## src/rtl/fifo_arb_pkg.sv

```systemverilog
// Shared types and limits for the FIFO write-port arbiter.
package fifo_arb_pkg;

  localparam int MAX_NUM_REQ = 8;

  typedef enum logic {
    IDLE  = 1'b0,
    BURST = 1'b1
  } state_e;

endpackage

```

## src/rtl/fifo_wr_arbiter_rr_pick.sv

```systemverilog
// Combinational round-robin pick: first set req after last_owner_i, wrapping around.
module rr_pick
  import fifo_arb_pkg::*;
#(
  parameter int NUM_REQ = 4,
  parameter int IDXW    = $clog2(NUM_REQ)
) (
  input  logic [NUM_REQ-1:0] req_i,
  input  logic [IDXW-1:0]    last_owner_i,
  output logic [NUM_REQ-1:0] pick_o,
  output logic               valid_o
);

  // Two ascending passes: indices above last_owner first, then the wrapped range.
  always_comb begin
    pick_o  = '0;
    valid_o = 1'b0;
    for (int i = 0; i < NUM_REQ; i++) begin
      if (!valid_o && req_i[i] && (i > int'(last_owner_i))) begin
        pick_o[i] = 1'b1;
        valid_o   = 1'b1;
      end
    end
    for (int i = 0; i < NUM_REQ; i++) begin
      if (!valid_o && req_i[i] && (i <= int'(last_owner_i))) begin
        pick_o[i] = 1'b1;
        valid_o   = 1'b1;
      end
    end
  end

endmodule

```

## src/rtl/fifo_wr_arbiter.sv

```systemverilog
// Round-robin burst arbiter for a shared FIFO write port; registered write, combinational ack.
// Optional FIFO_ARB_TIMEOUT_EN caps each grant at MAX_BURST words.
module fifo_wr_arbiter
  import fifo_arb_pkg::*;
#(
  parameter int NUM_REQ    = 4,
  parameter int DATA_WIDTH = 4,
  parameter int MAX_BURST  = 8
) (
  input  logic                          clk,
  input  logic                          reset,
  input  logic [NUM_REQ-1:0]            req,
  input  logic [NUM_REQ*DATA_WIDTH-1:0] req_data,
  input  logic [NUM_REQ-1:0]            req_last,
  output logic [NUM_REQ-1:0]            ack,
  output logic [NUM_REQ-1:0]            grant,
  output logic                          fifo_wr,
  output logic [DATA_WIDTH-1:0]         fifo_w_data,
  input  logic                          fifo_full,
  input  logic                          fifo_almost_full
);

  localparam int IDXW = $clog2(NUM_REQ);

  if (NUM_REQ < 2 || NUM_REQ > MAX_NUM_REQ || MAX_BURST < 1 || MAX_BURST > 255) begin : g_bad_cfg
    $error("fifo_wr_arbiter: parameter out of range");
  end

  state_e                state_q, state_d;
  logic [NUM_REQ-1:0]    grant_q, grant_d;
  logic [IDXW-1:0]       owner_q, owner_d;
  logic [IDXW-1:0]       last_owner_q, last_owner_d;
  logic                  fifo_wr_q, fifo_wr_d;
  logic [DATA_WIDTH-1:0] fifo_w_data_q, fifo_w_data_d;
  logic [NUM_REQ-1:0]    pick;
  logic                  pick_vld;
  logic [IDXW-1:0]       pick_idx;
  logic                  accept;
  logic                  burst_end;
`ifdef FIFO_ARB_TIMEOUT_EN
  logic [7:0]            burst_cnt_q, burst_cnt_d;
`endif

  rr_pick #(.NUM_REQ(NUM_REQ), .IDXW(IDXW)) u_rr_pick (
    .req_i        (req),
    .last_owner_i (last_owner_q),
    .pick_o       (pick),
    .valid_o      (pick_vld)
  );

  always_comb begin
    pick_idx = '0;
    for (int i = 0; i < NUM_REQ; i++) begin
      if (pick[i]) pick_idx = IDXW'(i);
    end
  end

  // A write already in flight consumes the last free slot, so almost-full must stall too.
  assign accept = !fifo_full && !(fifo_almost_full && fifo_wr_q);

  always_comb begin
    state_d       = state_q;
    grant_d       = grant_q;
    owner_d       = owner_q;
    last_owner_d  = last_owner_q;
    fifo_wr_d     = 1'b0;
    fifo_w_data_d = fifo_w_data_q;
    ack           = '0;
    burst_end     = 1'b0;
`ifdef FIFO_ARB_TIMEOUT_EN
    burst_cnt_d   = burst_cnt_q;
`endif
    case (state_q)
      IDLE: begin
        if (pick_vld) begin
          state_d = BURST;
          grant_d = pick;
          owner_d = pick_idx;
`ifdef FIFO_ARB_TIMEOUT_EN
          burst_cnt_d = '0;
`endif
        end
      end
      BURST: begin
        if (req[owner_q] && accept) begin
          ack[owner_q]  = 1'b1;
          fifo_wr_d     = 1'b1;
          fifo_w_data_d = req_data[int'(owner_q)*DATA_WIDTH +: DATA_WIDTH];
          burst_end     = req_last[owner_q];
`ifdef FIFO_ARB_TIMEOUT_EN
          burst_cnt_d   = burst_cnt_q + 8'd1;
          if (burst_cnt_d == 8'(MAX_BURST)) burst_end = 1'b1;
`endif
          if (burst_end) begin
            state_d      = IDLE;
            grant_d      = '0;
            last_owner_d = owner_q;
          end
        end
      end
      default: state_d = IDLE;
    endcase
  end

  always_ff @(posedge clk or posedge reset) begin
    if (reset) begin
      state_q       <= IDLE;
      grant_q       <= '0;
      owner_q       <= '0;
      last_owner_q  <= IDXW'(NUM_REQ - 1);
      fifo_wr_q     <= 1'b0;
      fifo_w_data_q <= '0;
    end else begin
      state_q       <= state_d;
      grant_q       <= grant_d;
      owner_q       <= owner_d;
      last_owner_q  <= last_owner_d;
      fifo_wr_q     <= fifo_wr_d;
      fifo_w_data_q <= fifo_w_data_d;
    end
  end

`ifdef FIFO_ARB_TIMEOUT_EN
  always_ff @(posedge clk or posedge reset) begin
    if (reset) burst_cnt_q <= '0;
    else       burst_cnt_q <= burst_cnt_d;
  end
`endif

  assign grant       = grant_q;
  assign fifo_wr     = fifo_wr_q;
  assign fifo_w_data = fifo_w_data_q;

endmodule

```

## config.mk

```make
export PLATFORM = sky130hd
export DESIGN_NAME = fifo_wr_arbiter
export DESIGN_NICKNAME = d
export VERILOG_FILES = /design/src/rtl/fifo_arb_pkg.sv /design/src/rtl/fifo_wr_arbiter_rr_pick.sv /design/src/rtl/fifo_wr_arbiter.sv
export SDC_FILE = /design/constraint.sdc
export NUM_CORES = 1
export LEC_CHECK = 0
export BUFFER_PORTS_ARGS = -buffer_cell sky130_fd_sc_hd__buf_4
export CORE_AREA = 2 2 52 54
export DETAILED_ROUTE_END_ITERATION = 8
export DIE_AREA = 0 0 54 56
export PLACE_DENSITY_LB_ADDON = 0.15
export SLEW_MARGIN = 20
export SYNTH_ARGS = -nofsm -noshare
export SYNTH_HDL_FRONTEND = slang
export SYNTH_SLANG_ARGS = --single-unit
```

## constraint.sdc

```tcl
create_clock -name clk -period 1.5 [get_ports clk]
set_input_delay 0.075 -clock clk [delete_from_list [all_inputs] [get_ports clk]]
set_output_delay 0.075 -clock clk [all_outputs]
set_load 0.005 [all_outputs]
```

# [Word-level counts from Yosys, hierarchy flattened]
# Index checks and enable logic that the tools add are counted.
[totals] reg_bits=14 ramBits=0 word_cells=81 inputBits=28 rom_bits=0 memories=0 latch_bits=0 output_inout_bits=13
[op_classes] n_lt_le_gt_ge=8 bitwise=1 n_eq_ne=3 n_reduce_logical=28 n_mux=34 n_mul=0 n_div=0 addsub=0 n_shift=1
[op_table] cell="2-to-1 mux 1 bit" n=22
[op_table] cell="2-to-1 mux 4 bit" n=5
[op_table] cell="logical AND 1 bit" n=16
[op_table] cell="indexed part select 16 x 5 -> 4 bit" n=1
[op_table] cell="zero test 1 bit" n=8
[op_table] cell="case mux 4 bit (2 select lines)" n=1
[op_table] cell="AND reduction 3 bit" n=2
[op_table] cell="binary-select mux 1 bit (select 2 bit)" n=2
[op_table] cell="greater-than comparator 2 bit, first input constant" n=2
[op_table] cell="less-or-equal comparator 2 bit, first input constant" n=2
[op_table] cell="2-to-1 mux 2 bit" n=2
[op_table] cell="!= test 2 x 1 -> 1 bit, second input constant" n=2
[op_table] cell="AND reduction 2 bit" n=2
[op_table] cell="less-than comparator 2 x 3 -> 1 bit, second input constant" n=1
[op_table] cell="demux 1 bit (select 2 bit)" n=1
[op_table] cell="greater-or-equal comparator 2 x 1 -> 1 bit, second input constant" n=1
[op_table] cell="greater-than comparator 1 x 2 -> 1 bit, first input constant" n=1
[op_table] cell="less-or-equal comparator 1 x 2 -> 1 bit, first input constant" n=1
[op_table] cell="!= test 2 bit, second input constant" n=1
[op_table] cell="case mux 1 bit (2 select lines)" n=1
[op_table] cell="inverter 1 bit" n=1

# [Logic depth before layout (Yosys ltp)]
# Gate-level depths: netlist of run 1.
[logic_depth] depth_word=28 depth_mapped=6 depth_no_buf=4

# [Modules after synthesis]
# Synthesis of run 1 repeated with hierarchy kept, for this count alone.
[unflattened] hier_cells=117 hier_area_um2=1063.5
[by_module_without_submodules] mod="fifo_wr_arbiter" area_each_um2=964.7 instances=1 cells_each=100 seq_area_each_um2=352.8
[by_module_without_submodules] mod="rr_pick" area_each_um2=98.8 instances=1 cells_each=17 seq_area_each_um2=0.0

# [Worst setup path after synthesis of run 1]
# No wires, ideal clock.
[synth_path] path_type="register to register" from="register owner_q[0]" to="register fifo_w_data_q[1], in the netlist fifo_w_data[1]" synth_period_minus_slack_ps=1515 slack_ps=-15 n_path_buf=1 setup_ps=125 stages_incl_launch_ff=5 required_time_ps=1375 arrival_ps=1390 path_cell_list="dfrtp_1 -> buf_6 -> mux4_2 -> nand2_4 -> mux2_4"
[synth_via] elab_chain_len=4 elab_cells_between_ends=5 cone_classes="shift: 1; mux: 2; reduce/logical: 2"
[synth_rtl] element="from (decl)" line_no="fifo_wr_arbiter.sv:31" text="logic [IDXW-1:0] owner_q, owner_d;"
[synth_rtl] element="from (signal assigned)" line_no="fifo_wr_arbiter.sv:116" text="owner_q <= owner_d;"
[synth_rtl] element="binary-select mux 1 bit (select 2 bit)" line_no="fifo_wr_arbiter.sv:85" text="if (req[owner_q] && accept) begin"
[synth_rtl] element="2-to-1 mux 1 bit (implied by the code)" line_no="fifo_wr_arbiter.sv:85"
[synth_rtl] element="logical AND 1 bit" line_no="fifo_wr_arbiter.sv:85"
[synth_rtl] element="AND reduction 2 bit (no line)"
[synth_rtl] element="to (signal assigned)" line_no="fifo_wr_arbiter.sv:119" text="fifo_w_data_q <= fifo_w_data_d;"
[synth_rtl] element="to (decl)" line_no="fifo_wr_arbiter.sv:34" text="logic [DATA_WIDTH-1:0] fifo_w_data_q, fifo_w_data_d;"
# Several ways; a longest one is shown, not always the timed one. The select of a mux whose other input is x is not followed.
# A chain may end at the register's enable or synchronous reset.

# [Final worst setup path of run 1]
[layout_path] from="register owner_q[0]" to="output port ack[2]"
[layout_via] elab_chain_len=6 elab_cells_between_ends=10 cone_classes="order compare: 2; mux: 6; reduce/logical: 2"
[layout_rtl] element="less-than comparator 2 x 3 -> 1 bit (implied by the code) or greater-or-equal comparator 2 x 1 -> 1 bit (tied branches)" line_no="fifo_wr_arbiter.sv:86" text="ack[owner_q] = 1'b1;"
[layout_rtl] element="logical AND 1 bit (implied by the code)" line_no="fifo_wr_arbiter.sv:86"
[layout_rtl] element="2-to-1 mux 1 bit (implied by the code)" line_no="fifo_wr_arbiter.sv:86"
[layout_rtl] element="demux 1 bit (select 2 bit)" line_no="fifo_wr_arbiter.sv:86"
[layout_rtl] element="2-to-1 mux 4 bit (*)" line_no="fifo_wr_arbiter.sv:85"
[layout_rtl] element="2-to-1 mux 4 bit (*)" line_no="fifo_wr_arbiter.sv:73" text="case (state_q)"
[layout_rtl] element="to (decl)" line_no="fifo_wr_arbiter.sv:15" text="output logic [NUM_REQ-1:0] ack,"
# Every way passes the cells marked *; elsewhere a longest branch is shown, timed or not. The select of a mux whose other input is x is not followed.

==> results_tabular.tex, run 1 <==
\begin{tabular}{lr}
\hline
Metric & Value \\
\hline
\multicolumn{2}{l}{\textbf{Run status}} \\
Run status & finished with violations \\
Failing checks & setup timing \\
\multicolumn{2}{l}{\textbf{Floorplanning}} \\
Die Span X & 54 microns \\
FP Rows & 18 \\
Die area & 3020 sq um \\
Effective utilization at floorplan & 40.3\% \\
Die height & 56 microns \\
Top-level port count & 41 \\
Core region area & 2430 sq um \\
\multicolumn{2}{l}{\textbf{Layout}} \\
Post-layout util & 58.5\% \\
Fraction of layout instances using a drive strength above 1 & 50.3\% \\
Final nets & 176 \\
Post-route cell area & 1420 sq um \\
Number of fill cells & 215 \\
Top library cells by usage in the layout, fill and taps aside & 51 x sky130\_fd\_sc\_hd\_\_buf\_4, 12 x sky130\_fd\_sc\_hd\_\_dfrtp\_1, 10 x sky130\_fd\_sc\_hd\_\_nand2\_1 \\
Number of inserted diodes & 0 \\
Non-filler cells, final & 177 \\
Most common cell after layout, fill and taps aside & sky130\_fd\_sc\_hd\_\_buf\_4 \\
Area growth from synthesis to layout & 45.2\% \\
\multicolumn{2}{l}{\textbf{Critical path}} \\
Critical Path Max Stage Delay & 0.53 ns \\
Critical Path Start Type & flop \\
Series of cell instances along the critical path & mux4\_2 -> nand2\_4 -> buf\_6 -> nor3\_2 -> buf\_4 \\
Critical-path top delay cell & sky130\_fd\_sc\_hd\_\_mux4\_2 \\
Type of element capturing the critical path & output pin \\
Peak fanout along the critical path & 5 \\
Buffers and inverters on the worst path & 2 \\
Start-to-end type of the worst setup path & flop to output pin \\
Arrival time worst endpoint & 1.57 ns \\
CP required & 1.42 ns \\
CP delay by family, top & multiplexers \\
\multicolumn{2}{l}{\textbf{Power}} \\
Internal power contribution & 1.51 mW \\
Clock group share of total power & 11.9\% \\
Relative contribution of combinational cells to total power & 58.8\% \\
IR Drop Worst-Case VDD & 848 uV \\
Power Total & 2.33 mW \\
Portion of total power attributed to sequential cells & 29.3\% \\
Sw power & 0.821 mW \\
Switching fraction of total power & 35.3\% \\
Reported leakage power & 0.691 nW \\
Pwr/cell area & 1640 nW/um\^{}2 \\
\multicolumn{2}{l}{\textbf{STA}} \\
Worst-margin pin slew & 0.563 ns \\
Post-route fraction of the period consumed by the critical path & 109\% \\
Max-slew headroom at the worst pin & 62.4\% \\
Setup repair after global routing missed its margin & yes \\
Hold Vio Cnt, Final & 0 \\
Max Clock Freq & 609 MHz \\
TNS Setup & -0.946 ns \\
PnR worst setup slack & -0.142 ns \\
Clk\_skew & 0.00539 ns \\
Slew Viols, Final & 0 \\
Final-report setup violation count & 8 \\
Min cycle time layout & 1.64 ns \\
\multicolumn{2}{l}{\textbf{Logic synthesis}} \\
Number of nets produced by synthesis & 126 \\
Count of mapped cells out of synthesis & 98 \\
Mean instance size in the synthesized netlist & 10.0 sq um \\
Yosys Warn Count & 0 \\
Share of synthesized area occupied by flip-flops and latches & 36.0\% \\
Number of library cell types mapped by synthesis & 33 \\
Number of synthesized register bits & 14 \\
Post-Syn Area & 980 sq um \\
\multicolumn{2}{l}{\textbf{Global routing}} \\
Global-route wire length before repair & 4.12 mm \\
Residual overflow from global routing & 0 \\
Global routing usage summed across all routing layers & 18.0\% \\
Number of global-route vias before repair & 918 \\
Largest net degree at the start of global routing & 15 \\
Initial antenna violation count & 0 \\
\multicolumn{2}{l}{\textbf{Detailed routing}} \\
Via count & 970 \\
Wire length on met2 & 1.30 mm \\
Post-route antenna net violation count & 0 \\
Met1 routed wirelength after detailed routing & 1.13 mm \\
Met3 Routed Length & 156 microns \\
Sum of routed wire length over all layers & 2.60 mm \\
Remaining routing DRC violations & 0 \\
Initial DRC count & 23 \\
Highest metal used & met4 \\
Detailed-route wire length per cell & 14.7 microns \\
Detailed Routing Iterations Pass 1 & 4 \\
Routed vias/inst & 5.48 \\
\multicolumn{2}{l}{\textbf{Clocking}} \\
Maximum count of clock buffers along a single path & 2 \\
Total number of clock tree sinks & 14 \\
TritonCTS clock tree & yes \\
Clock buffers created by TritonCTS & 3 \\
Clock latency at the later pin of the worst-skew pair & 0.28 ns \\
H-tree depth & 1 \\
Clock slew at reported path FFs & 0.09 ns \\
CTS root buffer & sky130\_fd\_sc\_hd\_\_clkbuf\_4 \\
\multicolumn{2}{l}{\textbf{Run}} \\
Number of maximum-capacitance violations & 0 \\
\multicolumn{2}{l}{\textbf{Placement}} \\
Placed Cells incl. Taps & 166 \\
Detailed placer's ending HPWL & 1.91 mm \\
Final estimated routing congestion in global placement & 0.783 \\
Placed inst area & 1320 sq um \\
Port-buffer cells & 40 \\
\multicolumn{2}{l}{\textbf{Min path}} \\
Worst hold path type & input port to flop \\
\hline
\end{tabular}
==> synthesized netlist by cell type, drive strengths merged <==
cell type,instances,area (sq um)
a211o,1,8.76
a211oi,1,20.0
a21boi,1,7.51
a21oi,5,25.0
a32o,3,30.0
buf,9,56.3
clkbuf,1,3.75
dfrtp,12,300
dfstp,2,52.6
inv,6,22.5
mux2,4,60.1
mux4,5,124
nand2,11,48.8
nand2b,1,6.26
nand3,5,25.0
nor2,4,15.0
nor2b,2,12.5
nor3,5,25.0
nor4,1,6.26
o2111ai,1,8.76
o211a,1,10.0
o211ai,2,15.0
o21ai,8,40.0
o21bai,2,15.0
o221a,1,11.3
o2bb2ai,1,8.76
o41ai,1,8.76
or2,1,6.26
or3,1,6.26
==> worst register-to-register path, cell delays in order (launching register included) <==
cell and delay (ns):
sky130_fd_sc_hd__dfrtp_1 0.38, sky130_fd_sc_hd__mux4_2 0.53, sky130_fd_sc_hd__nand2_4 0.10, sky130_fd_sc_hd__buf_4 0.11, sky130_fd_sc_hd__buf_6 0.10, sky130_fd_sc_hd__mux2_4 0.29
==> power by group through the flow <==
| stage | Sequential, mW | Clock (mW) | Combinational [mW] |
|---|---|---|---|
| global placement | 0.687 | 0 | 1.19 |
| detailed placement | 0.688 | 0 | 1.22 |
| CTS | 0.681 | 0.287 | 1.31 |
| global route | 0.710 | 0.310 | 1.47 |
| floorplan | 0.671 | 0 | 0.797 |
| finish | 0.681 | 0.277 | 1.37 |
==> registers in the layout, summed over array words and instances (netlist names) <==
signal and count:
owner_q 2, last_owner_q 2, grant 4, fifo_wr 1, fifo_w_data 4, state_q 1
==> metrics by stage <==
step / worst slack (ns) / hold slack, ns
finish: -0.142 / 0.0926
global route: -0.214 / 0.104
CTS: -0.141 / 0.0939
detailed placement: -0.0187 / 0.172
global placement: 0.0301 / 0.168
floorplan: -0.0147 / -0.0372
==> kinds of logic (layout without fill, tap and decap cells) <==
kind of cell	Yosys count	count (layout)	synth area share (%)
multiplexers	9	9	18.8
AND/OR/NAND/NOR	31	31	15.5
flip-flops	14	14	36.0
buffers and inverters	16	65	8.43
AO/OA/AOI/OAI	28	28	21.3
==> per-layer routing <==
metal | GRT usage (%) | vias to the layer above
li1 | - | 456
met1 | 22.6 | 471
met2 | 31.5 | 41
met3 | 2.42 | 2
met4 | 4.64 | 0
met5 | 0 | -
==> what timing repair did <==
action                                  in CTS  in global routing
endpoints found under the setup margin       8                 10
hold buffers                                 1                  0
endpoints found under the hold margin       12                  0
resized for setup                            6                  2
pin swaps                                    1                  4
buffers inserted                             3                  3
==> layout make-up <==
type | count | area [sq um] | share of cell area, %
multi-input combinational | 68 | 547 | 38.4
inverter | 6 | 22.5 | 1.58
sequential | 14 | 353 | 24.8
tap | 30 | 37.5 | 2.64
clock buffer | 4 | 36.3 | 2.55
timing repair buffer | 55 | 427 | 30.0
==> path summary, 6_finish.rpt <==
| path | cells after the start | slack, ns | from | to |
|---|---|---|---|---|
| max in group asynchronous | 3 | 0.73 | reset | fifo_w_data[2] |
| hold / removal | 2 | 0.09 | req[0] | grant[0] |
| hold reg to reg | 1 | 0.52 | fifo_w_data[3] | fifo_w_data[3] |
| setup / recovery | 5 | -0.14 | owner_q[0] | ack[2] |
| setup reg to reg | 5 | -0.14 | owner_q[0] | fifo_w_data[3] |
| min in group asynchronous | 3 | 0.39 | reset | grant[1] |
Note: power is estimated with default switching activity, not from simulation.
==> run 2: changes to the inputs <==
- ABC_AREA: default -> 1
- CORE_AREA: 2 2 52 54 -> 2 2 51 53
- DIE_AREA: 0 0 54 56 -> 0 0 53 55
==> run 2 against run 1 <==
Effect of this change:
- the flow still finishes with violations (setup timing)
- setup slack improved by 0.068 ns
- critical path depth did not move
- clock power fell by 3%
- area after synthesis fell by 6.5%
- total power rose by 9.7%
- non-clock buffer count rose by 2
- register-to-register slack improved by 0.12 ns
- sequential power rose by 6.6%
- sequential cell count did not move
- largest cell class unchanged
- highest routed layer unchanged
==> results_tabular.tex, run 2 <==
\begin{tabular}{lr}
\hline
Metric & Value \\
\hline
\multicolumn{2}{l}{\textbf{STA}} \\
PnR worst setup slack & -0.0741 ns (+0.0684 ns) \\
Final-report setup violation count & 9 (+1) \\
Hold Vio Cnt, Final & 0 (unchanged) \\
Max Clock Freq & 635 MHz (+4.3\%) \\
Clk\_skew & 0.00234 ns (-0.00305 ns) \\
Setup repair after global routing missed its margin & yes \\
Min cycle time layout & 1.57 ns (-0.0684 ns) \\
Max-slew headroom at the worst pin & 64.1\% (+1.7 points) \\
Post-route fraction of the period consumed by the critical path & 105\% (-4.6 points) \\
Worst-margin pin slew & 0.538 ns (-0.0248 ns) \\
Slew Viols, Final & 0 (unchanged) \\
\multicolumn{2}{l}{\textbf{Power}} \\
Sw power & 1.07 mW (+31\%) \\
Clock group share of total power & 10.6\% (-1.3 points) \\
Pwr/cell area & 1730 nW/um\^{}2 (+5.9\%) \\
IR Drop Worst-Case VDD & 1080 uV (+28\%) \\
Portion of total power attributed to sequential cells & 28.5\% (-0.8 points) \\
Power Total & 2.55 mW (+9.7\%) \\
Reported leakage power & 0.761 nW (+10\%) \\
Internal power contribution & 1.48 mW (-1.8\%) \\
Switching fraction of total power & 42.0\% (+6.8 points) \\
Relative contribution of combinational cells to total power & 60.9\% (+2.1 points) \\
\multicolumn{2}{l}{\textbf{Logic synthesis}} \\
Number of nets produced by synthesis & 145 (+15\%) \\
Biggest area contributors in the synthesized netlist & sky130\_fd\_sc\_hd\_\_dfrtp\_1 33\%, sky130\_fd\_sc\_hd\_\_nand2\_1 15\%, sky130\_fd\_sc\_hd\_\_nand3\_1 11\%, sky130\_fd\_sc\_hd\_\_dfstp\_2 5.7\%, sky130\_fd\_sc\_hd\_\_nand2\_2 4.1\% \\
Number of synthesized register bits & 14 (unchanged) \\
Cell with the most instances after synthesis & sky130\_fd\_sc\_hd\_\_nand2\_1 \\
Async set-or-reset flop fraction in the synthesized netlist & 100\% (unchanged) \\
Post-synth EDFFs & 0 (unchanged) \\
Number of library cell types mapped by synthesis & 25 (-24\%) \\
Count of mapped cells out of synthesis & 117 (+19\%) \\
Share of synthesized area occupied by flip-flops and latches & 38.5\% (+2.5 points) \\
Yosys Warn Count & 0 (unchanged) \\
Mean instance size in the synthesized netlist & 7.83 sq um (-22\%) \\
Post-Syn Area & 916 sq um (-6.5\%) \\
Library cell occupying the most area in the post-synthesis netlist & sky130\_fd\_sc\_hd\_\_dfrtp\_1 \\
Top-area cell type share of the netlist area & 32.8\% (+2.1 points) \\
Top\_reg\_cell synth & sky130\_fd\_sc\_hd\_\_dfrtp\_1 \\
Commonest cells in the synthesized netlist & 36 x sky130\_fd\_sc\_hd\_\_nand2\_1, 21 x sky130\_fd\_sc\_hd\_\_nand3\_1, 12 x sky130\_fd\_sc\_hd\_\_dfrtp\_1, 6 x sky130\_fd\_sc\_hd\_\_nand2\_2 \\
\multicolumn{2}{l}{\textbf{Floorplanning}} \\
Effective utilization at floorplan & 38.7\% (-1.5 points) \\
Die area & 2920 sq um (-3.6\%) \\
FP Rows & 18 (unchanged) \\
Die Span X & 53 microns (-1.9\%) \\
Core region area & 2360 sq um (-2.8\%) \\
Top-level port count & 41 (unchanged) \\
Die height & 55 microns (-1.8\%) \\
\multicolumn{2}{l}{\textbf{Detailed routing}} \\
Via count & 1,000 (+3.1\%) \\
Post-route antenna net violation count & 0 (unchanged) \\
Sum of routed wire length over all layers & 2.55 mm (-2.0\%) \\
Detailed-route wire length per cell & 12.4 microns (-16\%) \\
Routed vias/inst & 4.85 (-11\%) \\
Initial DRC count & 20 (-13\%) \\
Detailed Routing Iterations Pass 1 & 4 (unchanged) \\
Remaining routing DRC violations & 0 (unchanged) \\
\multicolumn{2}{l}{\textbf{Critical path}} \\
Start-to-end type of the worst setup path & flop to output pin \\
Cell mode on critical path & sky130\_fd\_sc\_hd\_\_buf\_4 \\
Worst reg2reg setup slack & -0.02 ns (+0.12 ns) \\
Critical Path Start Type & flop \\
Cells on worst reg2reg path & 10 (+5) \\
Arrival time worst endpoint & 1.50 ns (-0.07 ns) \\
Series of cell instances along the critical path & buf\_4 -> buf\_4 -> buf\_4 -> nor3\_4 -> buf\_4 \\
CP required & 1.42 ns (about the same) \\
Critical-path top delay cell & sky130\_fd\_sc\_hd\_\_dfrtp\_2 \\
Critical Path Max Stage Delay & 0.48 ns (-0.05 ns) \\
Peak fanout along the critical path & 6 (+1) \\
Type of element capturing the critical path & output pin \\
\multicolumn{2}{l}{\textbf{Global routing}} \\
Initial antenna violation count & 0 (unchanged) \\
Global routing usage summed across all routing layers & 19.5\% (+1.5 points) \\
Residual overflow from global routing & 0 (unchanged) \\
Number of global-route vias before repair & 967 (+5.3\%) \\
Global-route wire length before repair & 4.13 mm (+0.34\%) \\
Largest net degree at the start of global routing & 15 (unchanged) \\
\multicolumn{2}{l}{\textbf{Layout}} \\
Non-filler cells, final & 206 (+16\%) \\
Area growth from synthesis to layout & 60.8\% \\
Top library cells by usage in the layout, fill and taps aside & 55 x sky130\_fd\_sc\_hd\_\_buf\_4, 32 x sky130\_fd\_sc\_hd\_\_nand2\_1, 20 x sky130\_fd\_sc\_hd\_\_nand3\_1 \\
Final nets & 205 (+16\%) \\
Post-layout util & 62.3\% (+3.8 points) \\
Most common cell after layout, fill and taps aside & sky130\_fd\_sc\_hd\_\_buf\_4 \\
Fraction of layout instances using a drive strength above 1 & 53.4\% (+3.1 points) \\
Number of inserted diodes & 0 (unchanged) \\
Number of fill cells & 223 (+3.7\%) \\
\multicolumn{2}{l}{\textbf{Min path}} \\
Worst hold path type & input port to flop \\
Cell depth of the worst hold path & 3 (+1) \\
\multicolumn{2}{l}{\textbf{Clocking}} \\
Total number of clock tree sinks & 14 (unchanged) \\
H-tree depth & 1 (unchanged) \\
Maximum count of clock buffers along a single path & 2 (unchanged) \\
Clock slew at reported path FFs & 0.08 ns (about the same) \\
CTS root buffer & sky130\_fd\_sc\_hd\_\_clkbuf\_4 \\
Clock latency at the later pin of the worst-skew pair & 0.27 ns (about the same) \\
Clock buffers created by TritonCTS & 3 (unchanged) \\
TritonCTS clock tree & yes \\
\multicolumn{2}{l}{\textbf{Placement}} \\
Port-buffer cells & 40 (unchanged) \\
Final estimated routing congestion in global placement & 0.806 (+3.0\%) \\
Placed Cells incl. Taps & 193 (+16\%) \\
Worst slack, placed & 0.00135 ns (+0.0201 ns) \\
Detailed placer's ending HPWL & 1.92 mm (+0.61\%) \\
\multicolumn{2}{l}{\textbf{Run status}} \\
Run status & finished with violations \\
Failing checks & setup timing \\
\multicolumn{2}{l}{\textbf{Run}} \\
Number of maximum-capacitance violations & 0 (unchanged) \\
\hline
\end{tabular}
## run 2: cell count changes in the layout (fill, tap and decap cells not counted), sizes merged, moves of 3 or more
cell   change
a32o       -3
o21ai      -3
nor2       +5
nand4      +5
mux4       -5
nor3       -3
nand2     +32
mux2       -4
nand3     +16
## run 2: critical path: cells and delay by family, from the launching register on
family,cells,cell delay (ns)
flops,1,0.48
buf+inv,4,0.56
simple gates,1,0.17
## run 2: worst paths after layout
path                                 start               to
max                             owner_q[0]           ack[2]
min                                 req[0]         grant[0]
max reg2reg                     owner_q[0]         grant[2]
min reg2reg                last_owner_q[0]  last_owner_q[0]
max in group asynchronous            reset       owner_q[0]
min in group asynchronous            reset         grant[3]
## run 2: layer usage
layer / routed length, microns / global-route usage, % / part of all wire [%]
met5: 0 / 0 / 0
met4: 27 / 7.69 / 1.1
met3: 137 / 2.69 / 5.4
met2: 1260 / 35.0 / 49
met1: 1120 / 23.8 / 44
## run 2: kinds of logic after synthesis
| family | count (synthesis) | share of synthesized area, % |
|---|---|---|
| buf+inv | 11 | 7.38 |
| flops | 14 | 38.5 |
| simple gates | 80 | 44.8 |
| compound gates | 12 | 9.29 |
## run 2: timing repair
| action | in CTS | in global routing |
|---|---|---|
| resized for setup | 9 | 9 |
| pin swaps | 3 | 4 |
| setup buffers | 5 | 3 |
| hold buffers | 1 | 0 |
| hold endpoints to repair | 12 | 0 |
| endpoints found under the setup margin | 10 | 17 |
## run 2: power groups by stage
stage | clock (mW) | sequential [mW] | combinational (mW)
after CTS | 0.279 | 0.721 | 1.45
after floorplan | 0 | 0.688 | 0.803
final | 0.270 | 0.726 | 1.55
after detailed placement | 0 | 0.711 | 1.31
after global routing | 0.300 | 0.743 | 1.72
after global placement | 0 | 0.703 | 1.29
## run 2: through the flow
| step | hold slack, ns | instance area [sq um] | TNS [ns] |
|---|---|---|---|
| after CTS | 0.0463 | 1410 | -0.121 |
| after detailed placement | 0.151 | 1300 | 0 |
| after global routing | 0.0684 | 1470 | -1.87 |
| after floorplan | -0.0372 | 916 | 0 |
| after global placement | 0.147 | 1300 | 0 |
| final | 0.0576 | 1470 | -0.285 |
## run 2: final cells by class
type	count	area (sq um)	share of cell area, %
well taps	30	37.5	2.55
flip-flops and latches	14	355	24.1
clock buffers	4	36.3	2.46
repair buffers	57	434	29.5
multi-input cells	92	554	37.6
inverters	9	55.1	3.74
==> run 3: changes to the inputs <==
- BUFFER_PORTS_ARGS: -buffer_cell sky130_fd_sc_hd__buf_4 -> default
- CORE_AREA: 2 2 51 53 -> 2 2 49 51
- DIE_AREA: 0 0 53 55 -> 0 0 51 53
- DONT_BUFFER_PORTS: default -> 1
==> run 3 against run 2 <==
Effect of this change:
- the flow now finishes without violations
- via count decreased by 11%
- global-route usage decreased by 0.28 points
- clock power about the same
- maximum frequency increased by 6.1%
- setup slack improved by 0.090 ns
- hold slack got worse by 0.049 ns
- combinational power decreased by 13%
==> results_tabular.tex, run 3 (same netlist as run 2, synthesis figures left out) <==
\begin{tabular}{lr}
\hline
Metric & Value \\
\hline
\multicolumn{2}{l}{\textbf{Floorplanning}} \\
Core region area & 2150 sq um (-9.2\%) \\
FP Rows & 17 (-1) \\
Die area & 2700 sq um (-7.3\%) \\
Top-level port count & 41 (unchanged) \\
Effective utilization at floorplan & 42.6\% (+3.9 points) \\
Die Span X & 51 microns (-3.8\%) \\
Die height & 53 microns (-3.6\%) \\
\multicolumn{2}{l}{\textbf{STA}} \\
PnR worst setup slack & 0.0158 ns (+0.0900 ns) \\
Post-route fraction of the period consumed by the critical path & 98.9\% (-6.0 points) \\
Worst-margin pin slew & 0.550 ns (+0.0124 ns) \\
Slew Viols, Final & 0 (unchanged) \\
Hold Vio Cnt, Final & 0 (unchanged) \\
Setup repair after global routing missed its margin & yes \\
Final-report setup violation count & 0 (-9) \\
Max Clock Freq & 674 MHz (+6.1\%) \\
Clk\_skew & 0.00432 ns (+0.00198 ns) \\
Max-slew headroom at the worst pin & 63.3\% (-0.83 points) \\
Min cycle time layout & 1.48 ns (-0.0900 ns) \\
\multicolumn{2}{l}{\textbf{Clocking}} \\
TritonCTS clock tree & yes \\
CTS root buffer & sky130\_fd\_sc\_hd\_\_clkbuf\_4 \\
Total number of clock tree sinks & 14 (unchanged) \\
H-tree depth & 1 (unchanged) \\
Maximum count of clock buffers along a single path & 2 (unchanged) \\
Clock buffers created by TritonCTS & 3 (unchanged) \\
Clock latency at the later pin of the worst-skew pair & 0.27 ns (about the same) \\
Clock slew at reported path FFs & 0.09 ns (about the same) \\
\multicolumn{2}{l}{\textbf{Critical path}} \\
Cell mode on critical path & sky130\_fd\_sc\_hd\_\_nand2\_2 \\
Peak fanout along the critical path & 5 (-1) \\
Capture point of the worst reg-to-reg path & grant[3] \\
Critical Path Start Type & flop \\
Start-to-end type of the worst setup path & flop to output pin \\
CP delay by family, top & simple AND/OR/NAND/NOR gates \\
Critical Path Max Stage Delay & 0.47 ns (about the same) \\
Series of cell instances along the critical path & nor2\_4 -> nand2\_2 -> nand4\_1 -> nand2\_2 -> buf\_6 -> nor3\_4 \\
Arrival time worst endpoint & 1.41 ns (-0.09 ns) \\
Cells on worst reg2reg path & 9 (-1) \\
Type of element capturing the critical path & output pin \\
Critical-path top delay cell & sky130\_fd\_sc\_hd\_\_dfrtp\_2 \\
Source of the worst register-to-register timing path & last\_owner\_q[1] \\
Buffers and inverters on the worst path & 1 (-3) \\
Worst reg2reg setup slack & 0.02 ns (+0.04 ns) \\
CP required & 1.42 ns (about the same) \\
\multicolumn{2}{l}{\textbf{Detailed routing}} \\
Detailed Routing Iterations Pass 1 & 6 (+2) \\
Post-route antenna net violation count & 0 (unchanged) \\
Via count & 889 (-11\%) \\
Detailed-route wire length per cell & 13.9 microns (+12\%) \\
Routed vias/inst & 5.26 (+8.4\%) \\
Sum of routed wire length over all layers & 2.35 mm (-8.0\%) \\
Initial DRC count & 17 (-15\%) \\
Remaining routing DRC violations & 0 (unchanged) \\
\multicolumn{2}{l}{\textbf{Placement}} \\
Detailed placer's ending HPWL & 1.73 mm (-9.9\%) \\
Port-buffer cells & 0 (-100\%) \\
Final estimated routing congestion in global placement & 0.874 (+8.4\%) \\
Worst slack, placed & 0.0243 ns (+0.0230 ns) \\
\multicolumn{2}{l}{\textbf{Min path}} \\
Hold worst-path end & fifo\_w\_data[2] \\
Worst hold path type & input port to flop \\
Cell depth of the worst hold path & 2 (-1) \\
Min-delay src & req\_data[14] \\
\multicolumn{2}{l}{\textbf{Run status}} \\
Run status & finished clean \\
\multicolumn{2}{l}{\textbf{Layout}} \\
Number of fill cells & 203 (-9.0\%) \\
Final nets & 170 (-17\%) \\
Number of inserted diodes & 0 (unchanged) \\
Fraction of layout instances using a drive strength above 1 & 42.6\% (-11 points) \\
Post-layout util & 57.4\% (-4.8 points) \\
Area growth from synthesis to layout & 34.7\% \\
Most common cell after layout, fill and taps aside & sky130\_fd\_sc\_hd\_\_nand2\_1 \\
Top library cells by usage in the layout, fill and taps aside & 33 x sky130\_fd\_sc\_hd\_\_nand2\_1, 16 x sky130\_fd\_sc\_hd\_\_nand3\_1, 15 x sky130\_fd\_sc\_hd\_\_buf\_4 \\
\multicolumn{2}{l}{\textbf{Run}} \\
Number of maximum-capacitance violations & 0 (unchanged) \\
\multicolumn{2}{l}{\textbf{Global routing}} \\
Residual overflow from global routing & 0 (unchanged) \\
Initial antenna violation count & 0 (unchanged) \\
Number of global-route vias before repair & 902 (-6.7\%) \\
Largest net degree at the start of global routing & 15 (unchanged) \\
Global-route wire length before repair & 3.89 mm (-5.9\%) \\
Global routing usage summed across all routing layers & 19.2\% (-0.28 points) \\
\multicolumn{2}{l}{\textbf{Power}} \\
Pwr/cell area & 1910 nW/um\^{}2 (+10\%) \\
Reported leakage power & 0.588 nW (-23\%) \\
IR Drop Worst-Case VDD & 995 uV (-8.1\%) \\
\hline
\end{tabular}
## run 3: how the worst max path moves through the flow
stage | from | end | slack (ns) | cells past startpoint
6_report | owner_q[0] | ack[2] | 0.02 | 6
5_1_grt | last_owner_q[1] | grant[3] | -0.08 | 9
4_1_cts | owner_q[1] | ack[2] | -0.02 | 7
3_5_place_dp | last_owner_q[1] | owner_q[0] | 0.02 | 7
3_3_place_gp | last_owner_q[1] | owner_q[0] | 0.05 | 7
2_1_floorplan | last_owner_q[1] | state_q | 0.16 | 6
## run 3: metrics by stage
stage	power, mW	hold WS, ns	setup TNS, ns	std cells	area [sq um]
floorplan	1.49	-0.0372	0	117	916
global placement	1.75	0.0450	0	151	995
global route	2.56	0.0289	-0.523	169	1230
detailed placement	1.79	0.0471	0	151	995
CTS	2.25	0.00693	-0.0260	166	1150
finish	2.36	0.00880	0	169	1230
## run 3: routing by layer
metal  track usage (%)  share of wire [%]  up-vias
met5                 0                  0        -
met2              36.1                 49       41
met4              4.05               0.55        0
li1                  -                  -      439
met1              22.9                 43      407
met3              3.11                8.2        2
## run 3: what timing repair did
action,4_1_cts,5_1_grt
buffers inserted,7,3
hold buffers,4,0
resized for setup,7,15
pin swaps,2,12
hold endpoints to repair,15,0
endpoints found under the setup margin,5,15
## run 3: power breakdown
group | leakage [nW] | switching (mW) | internal (mW)
Sequential | 0.169 | 0.169 | 0.565
Clock | 0.0210 | 0.125 | 0.147
Combinational | 0.398 | 0.733 | 0.621
## run 3: final cells by class
cell class / count / area (sq um) / share of cell area [%]
timing repair buffer: 22 / 186 / 15.1
sequential: 14 / 355 / 28.8
clock buffer: 4 / 36.3 / 2.94
multi-input combinational: 92 / 566 / 45.8
tap: 28 / 35.0 / 2.84
inverter: 9 / 55.1 / 4.46
